$ cat src/rtl/nic_pkg.sv
// Shared NIC definitions: frame header field positions, MAC tuser bit positions and
// the RX state encodings.
package nic_pkg;

    localparam int unsigned HDR_LEN_LSB = 32;
    localparam int unsigned HDR_LEN_MSB = 47;
    localparam int unsigned HDR_DES_LSB = 16;
    localparam int unsigned HDR_DES_MSB = 23;
    localparam int unsigned HDR_SRC_LSB = 0;
    localparam int unsigned HDR_SRC_MSB = 7;

    localparam int unsigned TUSER_SRC_LSB = 0;
    localparam int unsigned TUSER_SRC_MSB = 7;
    localparam int unsigned TUSER_DES_LSB = 16;
    localparam int unsigned TUSER_DES_MSB = 23;
    localparam int unsigned TUSER_BAD_BIT = 32;

    localparam int unsigned PORT_W = 8;
    localparam int unsigned LEN_W  = 16;

    typedef enum logic [3:0] {
        StIdle = 4'b0001,
        StData = 4'b0010,
        StHdr  = 4'b0100,
        StDrop = 4'b1000
    } rx_state_e;

    function automatic logic [63:0] make_hdr(input logic [LEN_W-1:0]  len,
                                             input logic [PORT_W-1:0] des,
                                             input logic [PORT_W-1:0] src);
        logic [63:0] hdr;
        hdr = '0;
        hdr[HDR_LEN_MSB:HDR_LEN_LSB] = len;
        hdr[HDR_DES_MSB:HDR_DES_LSB] = des;
        hdr[HDR_SRC_MSB:HDR_SRC_LSB] = src;
        return hdr;
    endfunction

endpackage

$ cat src/rtl/rx_tstrb_bytes.sv
// Byte count of a contiguous-from-bit-0 tstrb mask (0x00 -> 0, 0xFF -> 8).
module rx_tstrb_bytes (
    input  logic [7:0] tstrb,
    output logic [3:0] bytes
);

    always_comb begin
        bytes = 4'd0;
        for (int i = 0; i < 8; i++) begin
            bytes = bytes + {3'd0, tstrb[i]};
        end
    end

endmodule

$ cat src/rtl/rx_mac_interface.sv
// MAC RX stream to circular frame buffer writer; publishes whole good frames only.
// Optional dropped-frame statistics are enabled with `define RX_MAC_DROP_STATS_EN.
module rx_mac_interface
    import nic_pkg::*;
#(
    parameter int unsigned ADDR_W     = 10,
    parameter int unsigned MAX_QWORDS = 1023
) (
    input  logic              clk,
    input  logic              reset,
    input  logic [63:0]       s_axis_tdata,
    input  logic [7:0]        s_axis_tstrb,
    input  logic [127:0]      s_axis_tuser,
    input  logic              s_axis_tvalid,
    input  logic              s_axis_tlast,
    output logic              s_axis_tready,
    output logic [ADDR_W-1:0] wr_addr,
    output logic [63:0]       wr_data,
    output logic              wr_en,
    output logic [ADDR_W-1:0] commited_wr_addr,
    input  logic [ADDR_W-1:0] commited_rd_addr,
    output logic [31:0]       rx_dropped_frames
);

    localparam logic [ADDR_W-1:0] ONE = ADDR_W'(1);
    localparam logic [ADDR_W-1:0] TWO = ADDR_W'(2);

    rx_state_e         state_q;
    logic              tready_q;
    logic [ADDR_W-1:0] wr_ptr_q;
    logic [ADDR_W-1:0] commit_q;
    logic [LEN_W-1:0]  count_q;
    logic [PORT_W-1:0] src_q;
    logic [PORT_W-1:0] des_q;
    logic              bad_q;
    logic [3:0]        last_bytes_q;

    logic [ADDR_W-1:0] free;
    logic [ADDR_W-1:0] commit_next;
    logic [LEN_W-1:0]  byte_len;
    logic [3:0]        strb_bytes;
    logic              beat;
    logic              room_first;
    logic              overflow;
    logic              unused_tuser;

    assign unused_tuser = ^{s_axis_tuser[127:33], s_axis_tuser[31:24], s_axis_tuser[15:8]};

    rx_tstrb_bytes u_tstrb_bytes (
        .tstrb (s_axis_tstrb),
        .bytes (strb_bytes)
    );

    assign s_axis_tready = tready_q & ~reset;
    assign beat          = s_axis_tvalid & s_axis_tready;

    // One slot is always left unused so that full and empty stay distinguishable.
    assign free        = commited_rd_addr - wr_ptr_q - ONE;
    assign room_first  = free >= TWO;
    assign overflow    = (free == '0) || (count_q == LEN_W'(MAX_QWORDS));
    assign commit_next = commit_q + ONE + ADDR_W'(count_q);
    assign byte_len    = ((count_q - LEN_W'(1)) << 3) + LEN_W'(last_bytes_q);

    assign commited_wr_addr = commit_q;

    always_comb begin
        wr_en   = 1'b0;
        wr_addr = '0;
        wr_data = '0;
        if (!reset) begin
            unique case (state_q)
                StIdle: begin
                    if (beat && room_first) begin
                        wr_en   = 1'b1;
                        wr_addr = commit_q + ONE;
                        wr_data = s_axis_tdata;
                    end
                end
                StData: begin
                    if (beat && !overflow) begin
                        wr_en   = 1'b1;
                        wr_addr = wr_ptr_q;
                        wr_data = s_axis_tdata;
                    end
                end
                StHdr: begin
                    if (!bad_q) begin
                        wr_en   = 1'b1;
                        wr_addr = commit_q;
                        wr_data = make_hdr(byte_len, des_q, src_q);
                    end
                end
                StDrop: begin
                end
                default: begin
                end
            endcase
        end
    end

    always_ff @(posedge clk) begin
        if (reset) begin
            state_q      <= StIdle;
            tready_q     <= 1'b0;
            wr_ptr_q     <= '0;
            commit_q     <= '0;
            count_q      <= '0;
            src_q        <= '0;
            des_q        <= '0;
            bad_q        <= 1'b0;
            last_bytes_q <= '0;
        end else begin
            tready_q <= 1'b1;
            unique case (state_q)
                StIdle: begin
                    if (beat) begin
                        if (room_first) begin
                            src_q        <= s_axis_tuser[TUSER_SRC_MSB:TUSER_SRC_LSB];
                            des_q        <= s_axis_tuser[TUSER_DES_MSB:TUSER_DES_LSB];
                            bad_q        <= s_axis_tuser[TUSER_BAD_BIT];
                            last_bytes_q <= strb_bytes;
                            count_q      <= LEN_W'(1);
                            wr_ptr_q     <= commit_q + TWO;
                            if (s_axis_tlast) begin
                                state_q  <= StHdr;
                                tready_q <= 1'b0;
                            end else begin
                                state_q <= StData;
                            end
                        end else if (!s_axis_tlast) begin
                            state_q <= StDrop;
                        end
                    end
                end
                StData: begin
                    if (beat) begin
                        if (overflow) begin
                            // A single-beat overrun that is also tlast has nothing left to discard.
                            if (s_axis_tlast) begin
                                wr_ptr_q <= commit_q;
                                state_q  <= StIdle;
                            end else begin
                                state_q <= StDrop;
                            end
                        end else begin
                            wr_ptr_q <= wr_ptr_q + ONE;
                            count_q  <= count_q + LEN_W'(1);
                            if (s_axis_tlast) begin
                                bad_q        <= s_axis_tuser[TUSER_BAD_BIT];
                                last_bytes_q <= strb_bytes;
                                state_q      <= StHdr;
                                tready_q     <= 1'b0;
                            end
                        end
                    end
                end
                StHdr: begin
                    if (!bad_q) begin
                        commit_q <= commit_next;
                        wr_ptr_q <= commit_next;
                    end else begin
                        wr_ptr_q <= commit_q;
                    end
                    state_q <= StIdle;
                end
                StDrop: begin
                    if (beat && s_axis_tlast) begin
                        wr_ptr_q <= commit_q;
                        state_q  <= StIdle;
                    end
                end
                default: begin
                    state_q <= StIdle;
                end
            endcase
        end
    end

`ifdef RX_MAC_DROP_STATS_EN
    logic        drop_evt;
    logic [31:0] drop_cnt_q;

    always_comb begin
        drop_evt = 1'b0;
        if (!reset) begin
            unique case (state_q)
                StIdle:  drop_evt = beat && !room_first && s_axis_tlast;
                StData:  drop_evt = beat && overflow && s_axis_tlast;
                StHdr:   drop_evt = bad_q;
                StDrop:  drop_evt = beat && s_axis_tlast;
                default: drop_evt = 1'b0;
            endcase
        end
    end

    always_ff @(posedge clk) begin
        if (reset) begin
            drop_cnt_q <= '0;
        end else if (drop_evt && (drop_cnt_q != '1)) begin
            drop_cnt_q <= drop_cnt_q + 32'd1;
        end
    end

    assign rx_dropped_frames = drop_cnt_q;
`else
    assign rx_dropped_frames = 32'd0;
`endif

endmodule

$ cat config.mk
export PLATFORM = sky130hd
export DESIGN_NAME = rx_mac_interface
export DESIGN_NICKNAME = d
export VERILOG_FILES = /design/src/rtl/nic_pkg.sv /design/src/rtl/rx_tstrb_bytes.sv /design/src/rtl/rx_mac_interface.sv
export SDC_FILE = /design/constraint.sdc
export NUM_CORES = 1
export LEC_CHECK = 0
export CORE_AREA = 2 2 130 132
export CTS_BUF_LIST = sky130_fd_sc_hd__clkbuf_4 sky130_fd_sc_hd__clkbuf_8
export DETAILED_ROUTE_END_ITERATION = 12
export DIE_AREA = 0 0 132 134
export PLACE_DENSITY = 0.78
export SLEW_MARGIN = 15
export SYNTH_ARGS = -nofsm -noshare
export SYNTH_HDL_FRONTEND = slang
export SYNTH_HIERARCHICAL = 1
export SYNTH_SLANG_ARGS = --single-unit
$ cat constraint.sdc
create_clock -name clk -period 10.4 [get_ports clk]
set_clock_uncertainty 0.2 [all_clocks]
set_input_delay 1.04 -clock clk [delete_from_list [all_inputs] [get_ports clk]]
set_output_delay 1.04 -clock clk [all_outputs]
set_load 0.03 [all_outputs]
==> impl_metrics.ini <==
[run_status]
status = complete, no violations

[floorplan]
num_rows = 47
die_y_um = 134
start_util = 0.382
fp.coreArea_um2 = 16300
die_area_um2 = 17700
io_pins = 332
die_w_um = 132

[worst_setup_path]
path_buf_inv = 2
slowest_delay_ps = 790
crit_path_frequent_cell = clkdlybuf4s50_1
crit_path_end_kind = primary output
critical_path.top_delay_family = compound AO/OA/AOI/OAI gates
crit_chain = clkdlybuf4s50_1 > ha_1 > fa_1 > a21o_1 > a221oi_4 > a21oi_1 > mux2i_2 > o311a_2 > nor2b_1 > o21ai_0 > a31oi_1 > clkdlybuf4s50_1
worstPathRequired_ps = 9160
cp_slowest_cell = o311a_2
arrival_ps = 5320
start_kind = input port
cp_max_fo = 30
critPathKind = in2out

[clocking]
cts_tree = yes
cts_setup_buffers = 0
clock_path_buffers = 2
root_buffer = clkbuf_8
clock_latency_ps = 360
cts_hold_buf = 0
cts_buffers = 9
cts_resized = 0
ctsHtreeMaxLevel = 3
clkTransAtPathRegs_ps = 80
clock_sinks = 62

[power]
p_leak_nw = 2.97
power_density_nw_per_um2 = 131
irDropWorstVdd_v = 0.0000741

[finish]
seq_area_um2 = 1240
synthToLayoutAreaGrowth_pct = 31.7
diodes = 0
multi_input_comb_area_um2 = 4470
drive_gt1_frac = 0.0483
stdcell_count = 1194
fillers = 1607
layout_commonest_cell = clkdlybuf4s50_1
final_cell_mix = clkdlybuf4s50_1, nor2_1, nand2_1, dfxtp_1, a21oi_1
nets = 1217

[yosys]
yosys.area_share.adder = 0.0756
yosysSeqAreaShare = 0.200
synthTopCellsByArea = dfxtp_1, nor2_1, ha_1
synth-async-reset-ratio = 0
synth_area_um2 = 6220
synthXorXnorAreaFrac = 0.0676
synth_mux_area_frac = 0.0457
yosysTopAreaCellShare = 0.200
synth_seq_cells = 62
synth_flop_cell = dfxtp_1
ys_types = 85
synth_top_area_cell = dfxtp_1
syn_area_per_cell_um2 = 7.53
synth_compound_area_frac = 0.233
synth-simple-area-share = 0.274
syn_inst = 826
synth-edff-count = 0
yosys_warnings = 6
synth_top_family_by_area = simple AND/OR/NAND/NOR gates

[placement]
dp_hpwl_um = 14300
gp_congestion = 0.901
pre_cts_ws_ps = 3860
dp.cells = 1178
io_buffers = 188

[routing]
num_vias = 6531
postRouteAntennaNets = 0
via_per_inst = 5.47
routed_wl_um = 19000
drcViolationCount = 0
first_pass_iters = 5
avgRoutedWirePerCell_um = 15.9
first_iter_violations = 598

[global_route]
grt_pass1_wl_um = 29800
grt.total_usage = 0.206
antenna_found_initial = 0
grt_pass1_vias = 5917
grt_max_degree = 68
grt.overflow.total = 0

[timing]
finalCriticalPeriod_ps = 6560
post-route-period-util = 0.631
hold_viol_final = 0
setup_slack_ps = 3840
setup_tns_ps = 0
fmax_ghz = 0.152
slew_violations = 0
relSlewSlack = 0.256
rsz0062_at_grt = false
finalSetupViolCount = 0
whs_ps = 306
tightest_slew_ps = 1120

[job]
maxCapViolCount = 0

[min_path]
hp-class = reg2reg
-- per-layer routing --
metal	part of all wire	global-route usage	wire [µm]
met1	0.43	0.261	8140
met2	0.49	0.356	9280
met3	0.067	0.0408	1270
met4	0.016	0.0604	304
met5	0	0	0
-- worst register-to-register path: cells and delay by family (launching register included) --
kind | cells | cell delay [ps]
adder cells (fa/ha/maj) | 2 | 700
AND/OR/NAND/NOR | 1 | 540
buffers and inverters | 1 | 160
multiplexers | 1 | 110
flip-flops | 1 | 480
AO/OA/AOI/OAI | 5 | 1980
-- state kept, by name, summed over array words and instances (netlist names) --
signal / flops
count_q: 16
commited_wr_addr: 10
wr_ptr_q: 10
des_q: 8
src_q: 8
last_bytes_q: 4
state_q: 4
bad_q: 1
tready_q: 1
-- worst paths after layout --
path / start / to / slack [ps] / cells after the start
worst max-delay path: commited_rd_addr[0] / wr_addr[2] / 3840 / 12
worst min-delay path: des_q[4] / des_q[4] / 310 / 2
worst max register to register: wr_ptr_q[0] / count_q[2] / 6140 / 10
worst min register to register: des_q[4] / des_q[4] / 310 / 2
-- logic make-up (layout without fill, tap and decap cells) --
group / after synthesis / in the layout
AOI/OAI and AO/OA: 200 / 200
adders and majority gates: 34 / 34
buffers and inverters: 121 / 238
and+or+nand+nor: 332 / 332
xor gates and xnor gates: 48 / 48
muxes: 28 / 28
other: 1 / 32
DFF: 62 / 62
-- metrics by stage --
stage	util	instance area, µm²	total power [mW]
CTS	0.503	8190	1.07
global route	0.503	8190	1.14
finish	0.503	8190	1.07
floorplan	-	6340	0.715
detailed placement	0.491	8000	0.855
global placement	0.491	8000	0.844
-- Yosys cell counts (10+ instances only) --
master / count
a211oi_1: 10
inv_1: 31
nor3_1: 23
xnor2_1: 34
xor2_1: 14
nand3_1: 26
dfxtp_1: 62
clkbuf_1: 35
nor2_1: 96
a22oi_1: 37
a21oi_1: 52
ha_1: 28
or3_1: 12
mux2i_1: 27
o31ai_1: 14
nand2_1: 62
and3_1: 11
a21o_1: 10
and2_1: 40
o21ai_0: 19
buf_4: 34
-- cell type report --
class / count / area share
Clock buffer: 10 / 0.0160
Clock inverter: 6 / 0.00764
Inverter: 31 / 0.0142
Multi-Input combinational cell: 674 / 0.545
Sequential cell: 62 / 0.152
Tap cell: 220 / 0.0336
Timing Repair Buffer: 191 / 0.232
-- report_power, final --
group,switching [mW],total (mW),internal (mW)
Combinational,0.345,0.562,0.217
Clock,0.106,0.218,0.112
Sequential,0.0346,0.294,0.259
Total,0.486,1.07,0.588
No activity file was read; power rests on OpenSTA's default activity.
